File: src/rtl/pong_pkg.sv
// pong_pkg: shared game state, paddle direction and paddle FSM encodings.
package pong_pkg;
  localparam int VER_PIXELS = 768;
  typedef enum logic [1:0] {IDLE, PLAY, SCORE, OVER} game_state_t;
  typedef enum logic [1:0] {NONE, UP, DOWN} pad_dir_t;
  typedef enum logic [1:0] {HOLD, RAMP, CRUISE} pad_fsm_t;
endpackage

File: src/rtl/sync_2ff.sv
// sync_2ff: two-flop synchronizer for a single asynchronous level.
module sync_2ff (
  input  logic clk,
  input  logic rst,
  input  logic d,
  output logic q
);
  logic meta;
  always_ff @(posedge clk or negedge rst)
    if (!rst) {q, meta} <= 2'b00;
    else {q, meta} <= {meta, d};
endmodule

File: src/rtl/pad_motion_ctrl.sv
// pad_motion_ctrl: paddle motion with velocity ramping, manual/auto request and limit clamping.
module pad_motion_ctrl
  import pong_pkg::*;
#(
  parameter int Y_WIDTH     = 10,
  parameter int PAD_HEIGHT  = 145,
  parameter int Y_TOP_LIMIT = 6,
  parameter int Y_BOT_LIMIT = VER_PIXELS - 6,
  parameter int Y_HOME      = 312,
  parameter int V_MAX       = 8,
  parameter int ACCEL_TICKS = 4,
  parameter int DEADBAND    = 4
) (
  input  logic               clk,
  input  logic               rst,
  input  logic               timing_tick,
  input  logic [1:0]         state,
  input  logic               mode,
  input  logic               up_in,
  input  logic               down_in,
  input  logic [Y_WIDTH-1:0] target_y,
  output logic [Y_WIDTH-1:0] y_pad,
  output logic [3:0]         speed,
  output logic [1:0]         dir,
  output logic               at_limit
);
  localparam int CW = $clog2(ACCEL_TICKS + 1);
  localparam logic [Y_WIDTH:0] TOP = (Y_WIDTH+1)'(Y_TOP_LIMIT);
  localparam logic [Y_WIDTH:0] BOT = (Y_WIDTH+1)'(Y_BOT_LIMIT - PAD_HEIGHT + 1);
  localparam logic [Y_WIDTH:0] HOME = (Y_WIDTH+1)'(Y_HOME);
  localparam logic signed [Y_WIDTH+1:0] HALF = (Y_WIDTH+2)'(PAD_HEIGHT / 2);
  localparam logic signed [Y_WIDTH+1:0] DB = (Y_WIDTH+2)'(DEADBAND);
  logic up_s, down_s, play, clamp, at_top, at_bot;
  pad_fsm_t fsm_q, fsm_n;
  pad_dir_t dir_q, dir_n, req;
  logic [3:0] spd_q, spd_n;
  logic [CW-1:0] cnt_q, cnt_n;
  logic [Y_WIDTH:0] y_ext, spd_ext, y_sum, y_dif, y_n;
  logic signed [Y_WIDTH+1:0] centre, tgt;
  sync_2ff u_sync_up (.clk(clk), .rst(rst), .d(up_in), .q(up_s));
  sync_2ff u_sync_down (.clk(clk), .rst(rst), .d(down_in), .q(down_s));
  assign play = game_state_t'(state) == PLAY;
  assign centre = $signed({2'b00, y_pad}) + HALF;
  assign tgt = $signed({2'b00, target_y});
  assign at_top = {1'b0, y_pad} == TOP;
  assign at_bot = {1'b0, y_pad} == BOT;
  assign speed = spd_q;
  assign dir = dir_q;
  always_comb begin
    req = NONE;
    if (mode) req = tgt > centre + DB ? DOWN : tgt < centre - DB ? UP : NONE;
    else req = up_s && !down_s ? UP : down_s && !up_s ? DOWN : NONE;
  end
  // A request pressing into the limit we sit on never leaves HOLD.
  always_comb begin
    fsm_n = fsm_q;
    dir_n = dir_q;
    spd_n = spd_q;
    cnt_n = cnt_q;
    if (req == NONE) begin
      fsm_n = HOLD;
      dir_n = NONE;
      spd_n = '0;
      cnt_n = '0;
    end else if (fsm_q == HOLD ? !(req == UP && at_top || req == DOWN && at_bot) : req != dir_q) begin
      fsm_n = V_MAX == 1 ? CRUISE : RAMP;
      dir_n = req;
      spd_n = 4'd1;
      cnt_n = '0;
    end else if (fsm_q == RAMP) begin
      cnt_n = cnt_q + CW'(1);
      if (cnt_n == CW'(ACCEL_TICKS)) begin
        cnt_n = '0;
        spd_n = spd_q + 4'd1;
        fsm_n = spd_n == 4'(V_MAX) ? CRUISE : RAMP;
      end
    end
  end
  // Reaching a limit counts as clamping, so the paddle always rests there in HOLD.
  always_comb begin
    y_ext = {1'b0, y_pad};
    spd_ext = (Y_WIDTH+1)'(spd_n);
    y_sum = y_ext + spd_ext;
    y_dif = y_ext - spd_ext;
    clamp = dir_n == DOWN ? y_sum >= BOT : dir_n == UP ? y_ext <= TOP + spd_ext : 1'b0;
    y_n = !play ? HOME : !timing_tick ? y_ext :
          dir_n == DOWN ? (clamp ? BOT : y_sum) : dir_n == UP ? (clamp ? TOP : y_dif) : y_ext;
  end
  always_ff @(posedge clk or negedge rst)
    if (!rst) begin
      fsm_q <= HOLD;
      dir_q <= NONE;
      spd_q <= '0;
      cnt_q <= '0;
    end else if (!play) begin
      fsm_q <= HOLD;
      dir_q <= NONE;
      spd_q <= '0;
      cnt_q <= '0;
    end else if (timing_tick) begin
      fsm_q <= clamp ? HOLD : fsm_n;
      dir_q <= clamp ? NONE : dir_n;
      spd_q <= clamp ? '0 : spd_n;
      cnt_q <= clamp ? '0 : cnt_n;
    end
  always_ff @(posedge clk or negedge rst)
    if (!rst) begin
      y_pad <= HOME[Y_WIDTH-1:0];
      at_limit <= 1'b0;
    end else begin
      y_pad <= y_n[Y_WIDTH-1:0];
      at_limit <= y_n == TOP || y_n == BOT;
    end
endmodule

File: config.mk
export PLATFORM = sky130hd
export DESIGN_NAME = pad_motion_ctrl
export DESIGN_NICKNAME = d
export VERILOG_FILES = /design/src/rtl/pong_pkg.sv /design/src/rtl/sync_2ff.sv /design/src/rtl/pad_motion_ctrl.sv
export SDC_FILE = /design/constraint.sdc
export NUM_CORES = 1
export LEC_CHECK = 0
export BUFFER_PORTS_ARGS = -buffer_cell sky130_fd_sc_hd__buf_2
export CAP_MARGIN = 15
export CELL_PAD_IN_SITES_DETAIL_PLACEMENT = 2
export CELL_PAD_IN_SITES_GLOBAL_PLACEMENT = 2
export CORE_MARGIN = 3
export CORE_UTILIZATION = 37
export DETAILED_ROUTE_END_ITERATION = 10
export GPL_TIMING_DRIVEN = 0
export PLACE_DENSITY_LB_ADDON = 0.1
export SLEW_MARGIN = 20
export SYNTH_ARGS = -nofsm -noshare
export SYNTH_HDL_FRONTEND = slang
export SYNTH_SLANG_ARGS = --single-unit
export TNS_END_PERCENT = 30
File: constraint.sdc
create_clock -name clk -period 9.2 [get_ports clk]
set_clock_uncertainty 0.2 [all_clocks]
set_input_delay 0.92 -clock clk [delete_from_list [all_inputs] [get_ports clk]]
set_output_delay 0.92 -clock clk [all_outputs]
set_load 0.01 [all_outputs]
==> reports/qor.yml <==
clock_network:
  numCtsBuffers: 3
  cts_sinks: 26
  cts_tree: "yes"
  ctsHtreeMaxLevel: 1
  cts_setup_buffers: 0
  cts_root_buf: "clkbuf_8"
  cts.clk_slew.worst_paths_ps: 100
  clk_latency_ps: 280
  cts_resized: 0
  ctsHoldBuffers: 0
  clk_path_buf_depth: 2
grt:
  grt_first_pass_wirelength_um: 18800
  overflow: 0
  grt_pass1_vias: 3598
  antenna_found_initial: 0
  grt_max_degree: 27
  grt.total_usage_pct: 22.7
cells_and_area:
  final_cell_mix: "nand2_1, ha_1, buf_2"
  final_nets: 508
  area_growth_pct: 11.1
  post-route-util_pct: 43.1
  final.fill_count: 1038
  drive_gt1_share_pct: 17.2
  diodes: 0
drt:
  drt_pass1_iterations: 4
  num_vias: 3289
  ant_nets: 0
  wl_met1_um: 5210
  drt-total-wl_um: 11300
  remaining_drc_errors: 0
  wl_met3_um: 250
  via_per_inst: 5.93
  top_layer: "met4"
  wl_met2_um: 5680
  drt-initial-drc-count: 110
  wl_per_cell_um: 20.3
worst_setup_path:
  critPathMaxStageDelay_ps: 710
  startpoint_type: "register"
  crit_fanout: 11
  crit_path_end_kind: "register"
  path_class: "register to register"
  crit_required_ps: 9170
  worstPathArrival_ps: 8620
  crit_slowest_cell: "dfstp_2"
die:
  die_w_um: 102
  core-area_um2: 8850
  io_pins: 35
  rows: 34
  start_util_pct: 38.8
  die_height_um: 102
  die_area_um2: 10500
sta:
  period_share_pct: 94.0
  tns_ps: 0
  slew_headroom_pct: 35.5
  fmaxAchievable_mhz: 116
  setup_violations: 0
  worst_slew_pin_slew_ps: 955
  layout_min_cycle_time_ps: 8650
  timing.final.ws_setup_ps: 553
  rsz0062_at_grt: "no"
  slew_violations: 0
  hold_violations: 0
power_and_ir_drop:
  power_density_nw_per_um2: 92.5
  fin_total_pwr_mw: 0.352
  switchingPower_mw: 0.125
  seq_power_share_pct: 35.0
  swShare_pct: 35.5
  pwr-share-comb_pct: 37.0
  p_clk_share_pct: 28.0
  leakagePower_nw: 1.63
  vdd_ir_drop_max_uv: 50.0
  p_int_mw: 0.227
run_status:
  status: "completed"
synthesis:
  synthesis.nets: 470
  synthArstFlopShare_pct: 100
  ys_types: 82
  synth_cells: 410
  syn_avg_cell_area_um2: 8.36
  seq_area_frac_synth_pct: 19.1
  synth-seq-cells: 26
  syn-cell-area_um2: 3430
  ys_warn_count: 0
  synth_edf_count: 0
  synth_ff_type: "dfrtp_1"
placed_design:
  port_buffers: 33
  dp_hpwl_um: 9360
  dpl_worst_slack_ps: 242
  gp_congestion: 0.858
run:
  maxCapViolations: 0
hold_path:
  hp-class: "register to register"
-- metrics by stage --
step | instance area (um2) | cells | hold slack (ps)
2_1_floorplan | 3430 | 410 | 131
3_3_place_gp | 3730 | 551 | 142
3_5_place_dp | 3730 | 551 | 146
4_1_cts | 3800 | 555 | 179
5_1_grt | 3810 | 555 | 180
6_report | 3810 | 555 | 173
-- final timing paths --
check                                            from                       to  slack [ps]  cells after the start
max in group asynchronous                         rst       y_pad[7]$_DFF_PN0_        7970                      1
min                        u_sync_down.meta$_DFF_PN0_  u_sync_down.q$_DFF_PN0_         170                      0
max reg2reg                        y_pad[3]$_DFF_PN1_       at_limit$_DFF_PN0_         550                     30
max                                y_pad[3]$_DFF_PN1_       at_limit$_DFF_PN0_         550                     30
min in group asynchronous                         rst     cnt_q[1]$_DFFE_PN0P_         430                      1
min reg2reg                u_sync_down.meta$_DFF_PN0_  u_sync_down.q$_DFF_PN0_         170                      0
-- metal layers --
| metal | track usage (%) | vias to the layer above |
|---|---|---|
| met1 | 29.8 | 1658 |
| met4 | 4.44 | 0 |
| met2 | 41.3 | 48 |
| met3 | 1.37 | 8 |
| met5 | 0 | - |
| li1 | - | 1575 |
-- Yosys cell counts, types with 6 or more instances --
| cell | n | area, um2 |
|---|---|---|
| xor2_1 | 14 | 123 |
| inv_1 | 23 | 86.3 |
| dfrtp_1 | 22 | 551 |
| a22o_1 | 6 | 52.6 |
| clkbuf_1 | 12 | 45.0 |
| nand4_1 | 8 | 50.1 |
| nand2_1 | 38 | 143 |
| o211ai_1 | 7 | 52.6 |
| nor3_1 | 8 | 40.0 |
| o21ai_0 | 22 | 110 |
| or4_1 | 6 | 45.0 |
| a21oi_1 | 25 | 125 |
| ha_1 | 39 | 488 |
| and2_1 | 6 | 37.5 |
| nand2b_1 | 9 | 56.3 |
| nor2_1 | 27 | 101 |
| xnor2_1 | 14 | 123 |
-- cells by family (layout without fill, tap and decap cells) --
kind of cell	after synthesis	after routing	synth area share (%)
mux	5	5	1.64
fa+ha+maj	42	42	16.0
xor+xnor	32	32	9.70
simple gates	141	141	22.3
flops	26	26	19.1
compound gates	121	121	25.8
buf+inv	43	80	5.40
-- critical path, delay by kind of cell, from the launching register on --
kind	cells	cell delay (ps)
flops	1	710
compound gates	9	2180
simple gates	14	3650
buf+inv	3	550
xor+xnor	1	160
fa+ha+maj	3	1060
-- power by group through the flow --
stage | combinational (mW) | clock (mW) | sequential [mW]
final | 0.130 | 0.0987 | 0.123
after global placement | 0.123 | 0 | 0.125
after detailed placement | 0.130 | 0 | 0.126
after CTS | 0.131 | 0.0991 | 0.123
after global routing | 0.147 | 0.104 | 0.124
after floorplan | 0.0901 | 0 | 0.124
-- final cells by class --
cell class	count	area [um2]	share of cell area, %
multi-input cells	341	2600	68.2
clock buffers	3	41.3	1.08
plain buffers	19	95.1	2.50
well taps	108	135	3.55
clock inverters	1	30.0	0.788
repair buffers	33	165	4.33
inverters	24	90.1	2.36
flip-flops and latches	26	656	17.2
-- state kept, by name, indices dropped and copies added, names as in the netlist --
signal,count
y_pad,10
speed,4
cnt_q,3
dir,2
fsm_q,2
at_limit,1
u_sync_down.meta,1
u_sync_down.q,1
u_sync_up.meta,1
u_sync_up.q,1
No activity file was read; power rests on OpenSTA's default activity.
